$ cat config.mk
export PLATFORM = sky130hd
export DESIGN_NAME = display_scheduler_flat
export DESIGN_NICKNAME = d
export VERILOG_FILES = /design/src/rtl/display_scheduler_pkg.sv /design/src/rtl/display_scheduler_if.sv /design/src/rtl/display_scheduler_bin2dec_serial.sv /design/src/rtl/display_scheduler.sv /design/src/flat_wrapper.sv
export SDC_FILE = /design/constraint.sdc
export NUM_CORES = 1
export LEC_CHECK = 0
export CAP_MARGIN = 15
export CORE_ASPECT_RATIO = 1.2
export CORE_MARGIN = 5
export CORE_UTILIZATION = 45
export DETAILED_ROUTE_END_ITERATION = 6
export PLACE_DENSITY = 0.67
export SYNTH_ARGS = -nofsm -noshare
export SYNTH_HDL_FRONTEND = slang
export SYNTH_SLANG_ARGS = --single-unit
export TNS_END_PERCENT = 50
$ cat constraint.sdc
create_clock -name clk -period 8 [get_ports clk]
set_input_delay 0.8 -clock clk [delete_from_list [all_inputs] [get_ports clk]]
set_output_delay 0.8 -clock clk [all_outputs]
set_load 0.02 [all_outputs]
$ cat src/rtl/display_scheduler_pkg.sv
// Shared encodings for the display path: display-state and conversion-engine states,
// decimal power table, character codes and the leading-zero mask helper.
package display_pkg;

    typedef enum logic {
        GAME_ON   = 1'b0,
        HIGHSCORE = 1'b1
    } disp_state_t;

    typedef enum logic [1:0] {
        CS_IDLE = 2'd0,
        CS_CONV = 2'd1,
        CS_DONE = 2'd2
    } conv_state_t;

    localparam int HOLD_CNT_W = 12;

    // Indexed by digit position: DEC_POWER[4] is the ten-thousands weight.
    localparam logic [16:0] DEC_POWER [4:0] = '{17'd10000, 17'd1000, 17'd100, 17'd10, 17'd1};

    localparam logic [4:0] CHAR_R     = 5'd16;
    localparam logic [4:0] CHAR_O     = 5'd17;
    localparam logic [4:0] CHAR_G     = 5'd18;
    localparam logic [4:0] CHAR_BLANK = 5'd31;

    // Bit i set when digits 4..i are all zero; digit 0 always stays visible.
    function automatic logic [4:0] lz_mask(input logic [4:0][3:0] d);
        logic [4:0] m;
        logic       all_zero;
        m        = '0;
        all_zero = 1'b1;
        for (int i = 4; i >= 1; i--) begin
            all_zero = all_zero && (d[i] == 4'd0);
            m[i]     = all_zero;
        end
        return m;
    endfunction

endpackage

$ cat src/rtl/display_scheduler_if.sv
// Bundle between game logic / display driver and the scheduler, plus debug state taps.
// showHighReq and oneMsPulse are single-cycle pulses sampled on every rising clock edge.
interface display_scheduler_if;
    import display_pkg::*;

    logic                  oneMsPulse;
    logic                  showHighReq;
    logic [15:0]           score;
    disp_state_t           displayState;
    logic [19:0]           decDigits;
    logic                  decValid;
    logic                  convBusy;
    logic [4:0]            blankMask;
    logic [HOLD_CNT_W-1:0] holdCnt;
    conv_state_t           convState;

    modport master (
        output oneMsPulse, showHighReq, score,
        input  displayState, decDigits, decValid, convBusy, blankMask, holdCnt, convState
    );

    modport slave (
        input  oneMsPulse, showHighReq, score,
        output displayState, decDigits, decValid, convBusy, blankMask, holdCnt, convState
    );

endinterface

$ cat src/rtl/display_scheduler_bin2dec_serial.sv
// Serial binary-to-BCD converter: one subtract-by-power-of-ten or digit step per cycle.
// Optional leading-zero blank mask is built when DISP_LZ_BLANK_EN is defined.
module bin2dec_serial
    import display_pkg::*;
#(
    parameter int SCORE_W = 16
) (
    input  logic               clk,
    input  logic               reset_n,
    input  logic [SCORE_W-1:0] i_score,
    output logic [19:0]        o_digits,
    output logic               o_valid,
    output logic               o_busy,
    output logic [4:0]         o_blank,
    output conv_state_t        o_state
);

    conv_state_t        r_state;
    logic [SCORE_W-1:0] r_capt;
    logic [16:0]        r_tmp;
    logic [4:0][3:0]    r_work;
    logic [2:0]         r_p;
    logic [19:0]        r_digits;
    logic               r_valid;
    logic               r_busy;
    logic [16:0]        w_pow;

    assign w_pow = DEC_POWER[r_p];

    always_ff @(posedge clk or negedge reset_n) begin
        if (!reset_n) begin
            r_state  <= CS_IDLE;
            r_capt   <= '0;
            r_tmp    <= '0;
            r_work   <= '0;
            r_p      <= '0;
            r_digits <= '0;
            r_valid  <= 1'b0;
            r_busy   <= 1'b0;
        end else begin
            case (r_state)
                CS_IDLE: begin
                    // A score change during CONV is caught here once the old conversion lands.
                    if (i_score != r_capt) begin
                        r_capt  <= i_score;
                        r_tmp   <= 17'(i_score);
                        r_work  <= '0;
                        r_p     <= 3'd4;
                        r_busy  <= 1'b1;
                        r_state <= CS_CONV;
                    end
                end
                CS_CONV: begin
                    if (r_tmp >= w_pow) begin
                        r_tmp       <= r_tmp - w_pow;
                        r_work[r_p] <= r_work[r_p] + 4'd1;
                    end else if (r_p == 3'd0) begin
                        r_state <= CS_DONE;
                    end else begin
                        r_p <= r_p - 3'd1;
                    end
                end
                CS_DONE: begin
                    r_digits <= r_work;
                    r_valid  <= 1'b1;
                    r_busy   <= 1'b0;
                    r_state  <= CS_IDLE;
                end
                default: r_state <= CS_IDLE;
            endcase
        end
    end

`ifdef DISP_LZ_BLANK_EN
    logic [4:0] r_blank;

    always_ff @(posedge clk or negedge reset_n) begin
        if (!reset_n) begin
            r_blank <= '0;
        end else if (r_state == CS_DONE) begin
            r_blank <= lz_mask(r_work);
        end
    end

    assign o_blank = r_blank;
`else
    assign o_blank = '0;
`endif

    assign o_digits = r_digits;
    assign o_valid  = r_valid;
    assign o_busy   = r_busy;
    assign o_state  = r_state;

endmodule

$ cat src/rtl/display_scheduler.sv
// Display sequencer: GAME_ON / HIGHSCORE view with ms hold timer, plus serial BCD conversion.
// Build option DISP_LZ_BLANK_EN enables the leading-zero blank mask.
module display_scheduler
    import display_pkg::*;
#(
    parameter int HOLD_MS = 3000,
    parameter int SCORE_W = 16
) (
    input  logic                clk,
    input  logic                reset_n,
    display_scheduler_if.slave  bus
);

    localparam logic [HOLD_CNT_W-1:0] HOLD_LAST = HOLD_CNT_W'(HOLD_MS - 1);

    disp_state_t           r_disp;
    logic [HOLD_CNT_W-1:0] r_hold;

    // A request in HIGHSCORE restarts the hold and takes priority over a same-cycle tick.
    always_ff @(posedge clk or negedge reset_n) begin
        if (!reset_n) begin
            r_disp <= GAME_ON;
            r_hold <= '0;
        end else begin
            case (r_disp)
                GAME_ON: begin
                    if (bus.showHighReq) begin
                        r_disp <= HIGHSCORE;
                        r_hold <= '0;
                    end
                end
                HIGHSCORE: begin
                    if (bus.showHighReq) begin
                        r_hold <= '0;
                    end else if (bus.oneMsPulse) begin
                        if (r_hold == HOLD_LAST) begin
                            r_disp <= GAME_ON;
                            r_hold <= '0;
                        end else begin
                            r_hold <= r_hold + 1'b1;
                        end
                    end
                end
                default: r_disp <= GAME_ON;
            endcase
        end
    end

    assign bus.displayState = r_disp;
    assign bus.holdCnt      = r_hold;

    bin2dec_serial #(
        .SCORE_W (SCORE_W)
    ) u_bin2dec (
        .clk      (clk),
        .reset_n  (reset_n),
        .i_score  (bus.score),
        .o_digits (bus.decDigits),
        .o_valid  (bus.decValid),
        .o_busy   (bus.convBusy),
        .o_blank  (bus.blankMask),
        .o_state  (bus.convState)
    );

endmodule
$ cat src/flat_wrapper.sv
// flat-port wrapper written by rule: the top's interface ports become plain ports
module display_scheduler_flat import display_pkg::*;
#(
    parameter int HOLD_MS = 3000,
    parameter int SCORE_W = 16
)
  (clk, reset_n, bus_oneMsPulse, bus_showHighReq, bus_score, bus_displayState, bus_decDigits, bus_decValid, bus_convBusy, bus_blankMask, bus_holdCnt, bus_convState);
  display_scheduler_if bus_i ();
  input  logic clk;
  input  logic reset_n;
  input wire logic [$bits(bus_i.oneMsPulse)-1:0] bus_oneMsPulse;
  input wire logic [$bits(bus_i.showHighReq)-1:0] bus_showHighReq;
  input wire logic [$bits(bus_i.score)-1:0] bus_score;
  output wire logic [$bits(bus_i.displayState)-1:0] bus_displayState;
  output wire logic [$bits(bus_i.decDigits)-1:0] bus_decDigits;
  output wire logic [$bits(bus_i.decValid)-1:0] bus_decValid;
  output wire logic [$bits(bus_i.convBusy)-1:0] bus_convBusy;
  output wire logic [$bits(bus_i.blankMask)-1:0] bus_blankMask;
  output wire logic [$bits(bus_i.holdCnt)-1:0] bus_holdCnt;
  output wire logic [$bits(bus_i.convState)-1:0] bus_convState;
  assign bus_i.oneMsPulse = bus_oneMsPulse;
  assign bus_i.showHighReq = bus_showHighReq;
  assign bus_i.score = bus_score;
  assign bus_displayState = bus_i.displayState;
  assign bus_decDigits = bus_i.decDigits;
  assign bus_decValid = bus_i.decValid;
  assign bus_convBusy = bus_i.convBusy;
  assign bus_blankMask = bus_i.blankMask;
  assign bus_holdCnt = bus_i.holdCnt;
  assign bus_convState = bus_i.convState;
  display_scheduler #(.HOLD_MS(HOLD_MS), .SCORE_W(SCORE_W)) u_core (.clk(clk), .reset_n(reset_n), .bus(bus_i));
endmodule
# Word-level counts from Yosys, hierarchy flattened
# Memories as Yosys holds them, arrays and structs flattened.
# Cells that the tools add are included.
dict set report word_totals {
  inputBits 20
  elab_cells 77
  memories 1
  romBits 136
  regBits 93
  out_inout_bits 42
}
dict set report op_classes {
  addsub 4
  n_mux 32
  n_reduce_logical 11
  eq_ne 11
  n_lt_le_gt_ge 3
  bitwise_logic 1
}
# name words width rd rd_ports_with_merged_regs write_ports line
set mem_list {}
lappend mem_list {{(name not given)} 8 17 1 0 0 display_scheduler_bin2dec_serial.sv:28} ;# assign w_pow = DEC_POWER[r_p];
# cell count
set ops {}
lappend ops {{$mux W17} 3}
lappend ops {{$mux W12} 4}
lappend ops {{$mux W20} 2}
lappend ops {{$pmux W20 S2} 1}
lappend ops {{$pmux W17 S2} 1}
lappend ops {{$pmux W12 S2} 1}
lappend ops {{$bwmux W20} 1}
lappend ops {{$ge A17 B17 Y1} 1}
lappend ops {{$sub A17 B17 Y17} 1}
lappend ops {{$ne A16 B16 Y1} 1}
lappend ops {{$add A12 B1 Y12 const B} 1}
lappend ops {{$bmux W4 S3} 1}
lappend ops {{$demux W4 S3} 1}
lappend ops {{$eq A12 B12 Y1 const B} 1}
lappend ops {{$ne A2 B2 Y1 const B} 6}
lappend ops {{$mux W3} 3}
lappend ops {{$mux W4} 2}
lappend ops {{$mux W2} 3}
lappend ops {{$pmux W3 S2} 1}
lappend ops {{$reduce_and A2 Y1} 3}
lappend ops {{$reduce_and A3 Y1} 2}
lappend ops {{$mux W1} 5}
lappend ops {{$add A4 B1 Y4 const B} 1}
lappend ops {{$lt A3 B4 Y1 const B} 1}
lappend ops {{13 further kinds} 15}

# Depth between registers and ports, before layout
dict set report logic_depth {
  word_depth 7
  ltp_mapped 16
  depth_no_buf 12
}

# Cells and area by module
# From an unflattened synthesis, not the netlist that was laid out.
dict set report unflattened {
  cells_unflattened 517
  area_unflattened_um2 5192.5
}
# module seq_area_each_um2 cells_per_inst area_per_inst_um2 n_inst
set modules_own_cells {}
lappend modules_own_cells {bin2dec_serial 2001.9 439 4456.8 1}
lappend modules_own_cells {display_scheduler 325.3 78 735.7 1}

# Least setup slack after synthesis
# No wires, ideal clock.
dict set report synth_timing {
  path_kind {register -> register}
  start {reg u_core.u_bin2dec.r_p[0]}
  end {reg u_core.u_bin2dec.r_tmp[10]}
  n_path_buf 2
  required_ns 7.866
  path_stages_with_launch 15
  setup_slack_ns 4.931
  t_arrival_ns 2.935
  synth_period_minus_slack_ns 3.069
  cell_sequence {dfrtp_1 > clkbuf_1 > inv_1 > ha_1 > nor2b_1 > clkbuf_1 > ha_1 > fa_1 > nor2b_1 > o2111ai_1 > nand3b_1 > a211oi_1 > mux2i_1 > a2111oi_0 > o21ai_0}
}
dict set report synth_between {
  elab_chain_len 5
  word_cells_on_any_way 8
}
# item line
set synth_lines {}
lappend synth_lines {{from (decl)} display_scheduler_bin2dec_serial.sv:22} ;# logic [2:0] r_p;
lappend synth_lines {{from (signal assigned)} display_scheduler_bin2dec_serial.sv:60} ;# r_p <= r_p - 3'd1;
lappend synth_lines {{$mem_v2 Z8 W17 *} n/a}
lappend synth_lines {{$mux W17 (implied by the code) *} display_scheduler_bin2dec_serial.sv:28}
lappend synth_lines {{$sub A17 B17 Y17 / $ge A17 B17 Y1 (equally long branches)} {display_scheduler_bin2dec_serial.sv:55, display_scheduler_bin2dec_serial.sv:54}}
lappend synth_lines {{$mux W17 / $ne A2 B2 Y1 (equally long branches)} n/a}
lappend synth_lines {{$pmux W17 S2 / $reduce_and A3 Y1 (equally long branches)} n/a}
lappend synth_lines {{to (signal assigned)} display_scheduler_bin2dec_serial.sv:46} ;# r_tmp <= 17'(i_score);
lappend synth_lines {{to (signal assigned)} display_scheduler_bin2dec_serial.sv:55} ;# r_tmp <= r_tmp - w_pow;
lappend synth_lines {{to (decl)} display_scheduler_bin2dec_serial.sv:20} ;# logic [16:0] r_tmp;
# Every way passes the cells marked *; elsewhere a longest branch is shown, timed or not. The select of a mux whose other input is x is not followed.
# A chain may end at the register's enable or synchronous reset.

# Worst setup path after layout
dict set report layout_timing {
  start {reg u_core.u_bin2dec.r_p[1]}
  end {reg u_core.u_bin2dec.r_tmp[14]}
}
# Same word-level chain as after synthesis.

==> results.json <==
{
  "synth_area_um2": 5220,
  "ctsLongestPathBuffers": 2,
  "rsz0062_at_grt": "false",
  "hold_viol_final": 0,
  "dieWidth_um": 108,
  "p_switching_mw": 1.13,
  "hold_class": "in2async",
  "syn2layout_area_growth_pct": 18.1,
  "seqPwrFrac_pct": 30.6,
  "dieArea_um2": 13900,
  "leakagePower_nw": 2.72,
  "cpPeakStageDelay_ps": 720,
  "path_max_fanout": 31,
  "portBuffers": 56,
  "core_um2": 11500,
  "timing.critical_path.cells": "ha_1, nor2_1, ha_1, a2111oi_2, nor2b_1, a2111oi_1, and2_1, a21o_4, nor4_1, a221o_1",
  "finalClockSkew_ps": 8.54,
  "numCtsBuffers": 9,
  "fp-row-count": 43,
  "dp_hpwl_um": 9240,
  "synth_enable_flop_cells": 0,
  "drt_iter0_drc": 235,
  "via_count": 4168,
  "final_core_util_pct": 53.8,
  "holdBufCountCts": 0,
  "ys_types": 66,
  "ys_seq_elements": 93,
  "grt_max_degree": 51,
  "synth_warnings": 0,
  "synth.avg_cell_area_um2": 9.48,
  "power_mw": 2.55,
  "crit_slowest_cell": "dfrtp_1",
  "synth-async-reset-ratio_pct": 100,
  "outcome": "completed",
  "post-cts-setup-buffer-count": 0,
  "setup_tns_ps": 0,
  "grt_pass1_wl_um": 20900,
  "drc": 0,
  "drive_gt1_share_pct": 9.97,
  "overflow": 0,
  "swShare_pct": 44.4,
  "postRouteWirelength_um": 12800,
  "p_clk_share_pct": 17.8,
  "root_buffer": "clkbuf_16",
  "final_nets": 637,
  "criticalPathCategory": "reg2reg",
  "slew_headroom_pct": 32.5,
  "crit_arrival_ps": 4100,
  "r2r_slack_ps": 4130,
  "fmax_mhz": 259,
  "h-tree-depth": 3,
  "intPower_mw": 1.42,
  "cts_tree": "built",
  "antenna_found_initial": 0,
  "endpoint_kind": "flop",
  "power_per_cell_area_nw_per_um2": 414,
  "grtUsageTotal_pct": 19.2,
  "clock-sinks": 93,
  "dr.pass1.iters": 5,
  "drt-wirelength-per-cell_um": 16.9,
  "grt_use_met1_pct": 25.8,
  "worst-r2r-cell-count": 10,
  "vias_per_cell": 5.49,
  "gp_congestion": 0.885,
  "slew_viol_final": 0,
  "peakVddDrop_v": 0.000150,
  "n_antenna_cell": 0,
  "r2r-start": "u_core.u_bin2dec.r_p[1]",
  "fin_crit_sh_pct": 48.3,
  "clk-insertion-delay-late_ps": 350,
  "crit_top_cell": "ha_1",
  "grt_use_met2_pct": 31.8,
  "p_comb_share_pct": 51.7,
  "min_period_ps": 3870,
  "first_global_vias": 4074,
  "start_util_pct": 45.6,
  "cap_violations": 0,
  "yosysSeqAreaShare_pct": 44.6,
  "synthCells": 551,
  "worst_pin_slew_ps": 1010,
  "ios": 62,
  "met3_usage_pct": 3.38,
  "setup_violations": 0,
  "ant_nets": 0,
  "worst_setup_path_start_kind": "flop",
  "fp.dieH_um": 128,
  "r2r-end": "u_core.u_bin2dec.r_tmp[14]",
  "cts-resized-gates": 0,
  "clkTransAtPathRegs_ps": 70,
  "cp.required_ps": 8230,
  "top_usage_layer": "met2",
  "synth_top_flop_cell": "dfrtp_1"
}
## flip-flops by register name, indices dropped and copies added (netlist names)
signal	flops
u_core.bus.displayState	1
u_core.bus.holdCnt	12
u_core.u_bin2dec.o_busy	1
u_core.u_bin2dec.o_digits	20
u_core.u_bin2dec.o_state	2
u_core.u_bin2dec.o_valid	1
u_core.u_bin2dec.r_capt	16
u_core.u_bin2dec.r_p	3
u_core.u_bin2dec.r_tmp	17
u_core.u_bin2dec.r_work	20
## critical path, delay by kind of cell, from the launching register on
kind / cells / cell delay (ps)
AOI/OAI and AO/OA: 4 / 1780
adders and majority gates: 2 / 580
DFF: 1 / 720
and+or+nand+nor: 4 / 660
## power groups by stage
| stage | Sequential, mW | Clock, mW | Combinational [mW] |
|---|---|---|---|
| floorplan | 0.737 | 0 | 1.04 |
| detailed placement | 0.786 | 0 | 1.31 |
| global placement | 0.783 | 0 | 1.29 |
| finish | 0.780 | 0.453 | 1.32 |
| global route | 0.800 | 0.483 | 1.48 |
| CTS | 0.779 | 0.463 | 1.32 |
## cell families (layout without fill, tap and decap cells)
kind of cell / Yosys count / after routing / share of synthesized area [%]
AOI/OAI and AO/OA: 123 / 123 / 15.2
DFF: 93 / 93 / 44.6
xor gates and xnor gates: 26 / 26 / 4.36
and+or+nand+nor: 215 / 215 / 20.2
adders and majority gates: 20 / 20 / 4.94
buffers and inverters: 43 / 90 / 4.19
muxes: 30 / 30 / 6.47
other: 1 / 5 / 0.0718
## how the worst max path moves through the flow
stage | startpoint | slack (ps) | endpoint
floorplan | u_core.u_bin2dec.r_p[0] | 4930 | u_core.u_bin2dec.r_tmp[10]
global placement | u_core.u_bin2dec.r_p[1] | 4170 | u_core.u_bin2dec.r_tmp[14]
detailed placement | u_core.u_bin2dec.r_p[1] | 4180 | u_core.u_bin2dec.r_tmp[14]
CTS | u_core.u_bin2dec.r_p[1] | 4140 | u_core.u_bin2dec.r_tmp[14]
global route | u_core.u_bin2dec.r_p[1] | 3820 | u_core.u_bin2dec.r_tmp[10]
finish | u_core.u_bin2dec.r_p[1] | 4130 | u_core.u_bin2dec.r_tmp[14]
## cell type report
cell class	instances	area [µm²]
Inverter	14	52.6
Clock inverter	7	86.3
Timing Repair Buffer	60	588
Sequential cell	93	2330
Clock buffer	9	225
Tap cell	157	196
Multi-Input combinational cell	419	2690
Fill cell	1037	5290
## per-stage QoR
step,setup slack (ps),area (µm²),std cells,hold slack [ps]
final,4130,6170,759,440
after global routing,3820,6170,759,486
after CTS,4140,6170,759,457
after detailed placement,4180,5860,743,456
after global placement,4170,5860,743,450
after floorplan,4930,5240,555,455
## cell usage after synthesis (all sizes together), types with 4 or more instances
master	number	share of area, %
a2111oi	4	0.84
a211oi	7	1.0
a21o	7	1.1
a21oi	22	2.1
a31oi	4	0.48
and3	7	0.86
buf	15	2.2
clkbuf	14	1.0
dfrtp	93	45
ha	19	4.6
inv	13	0.93
mux2	20	4.3
mux2i	9	1.7
nand2	84	6.0
nand2b	10	1.2
nand3	39	4.1
nand3b	4	0.58
nand4	8	0.96
nor2	30	2.2
nor2b	8	0.96
nor3	4	0.38
o21ai	51	5.2
o31ai	7	1.0
or3	9	1.1
xnor2	20	3.4
xor2	6	1.0
## cell usage in the layout, fill, tap and decap left out, types with 3 or more instances in the layout
| cell type | n |
|---|---|
| dfrtp_1 | 93 |
| nand2_1 | 84 |
| clkbuf_16 | 9 |
| nand3_1 | 35 |
| nor4_1 | 3 |
| mux2i_1 | 9 |
| mux2_2 | 20 |
| conb_1 | 5 |
| ha_1 | 19 |
| o21ai_2 | 4 |
| nor2b_1 | 8 |
| a211oi_1 | 7 |
| inv_6 | 3 |
| xor2_1 | 6 |
| a22oi_1 | 3 |
| nor2_1 | 30 |
| nor3_1 | 4 |
| a21o_1 | 6 |
| inv_1 | 13 |
| nand4_1 | 8 |
| and2_1 | 3 |
| nand3_2 | 4 |
| and3_1 | 6 |
| a21oi_1 | 22 |
| nand2b_1 | 10 |
| buf_4 | 5 |
| o21ai_0 | 45 |
| clkdlybuf4s50_1 | 55 |
| nand3b_1 | 4 |
| a31oi_1 | 4 |
| xnor2_1 | 20 |
| or3_1 | 7 |
| o31ai_1 | 7 |
## layer usage
| layer | wire, µm | share of wire [%] |
|---|---|---|
| met1 | 5820 | 46 |
| met2 | 6400 | 50 |
| met4 | 134 | 1.0 |
| met3 | 430 | 3.4 |
| met5 | 0 | 0 |
No activity file was read; power rests on OpenSTA's default activity.
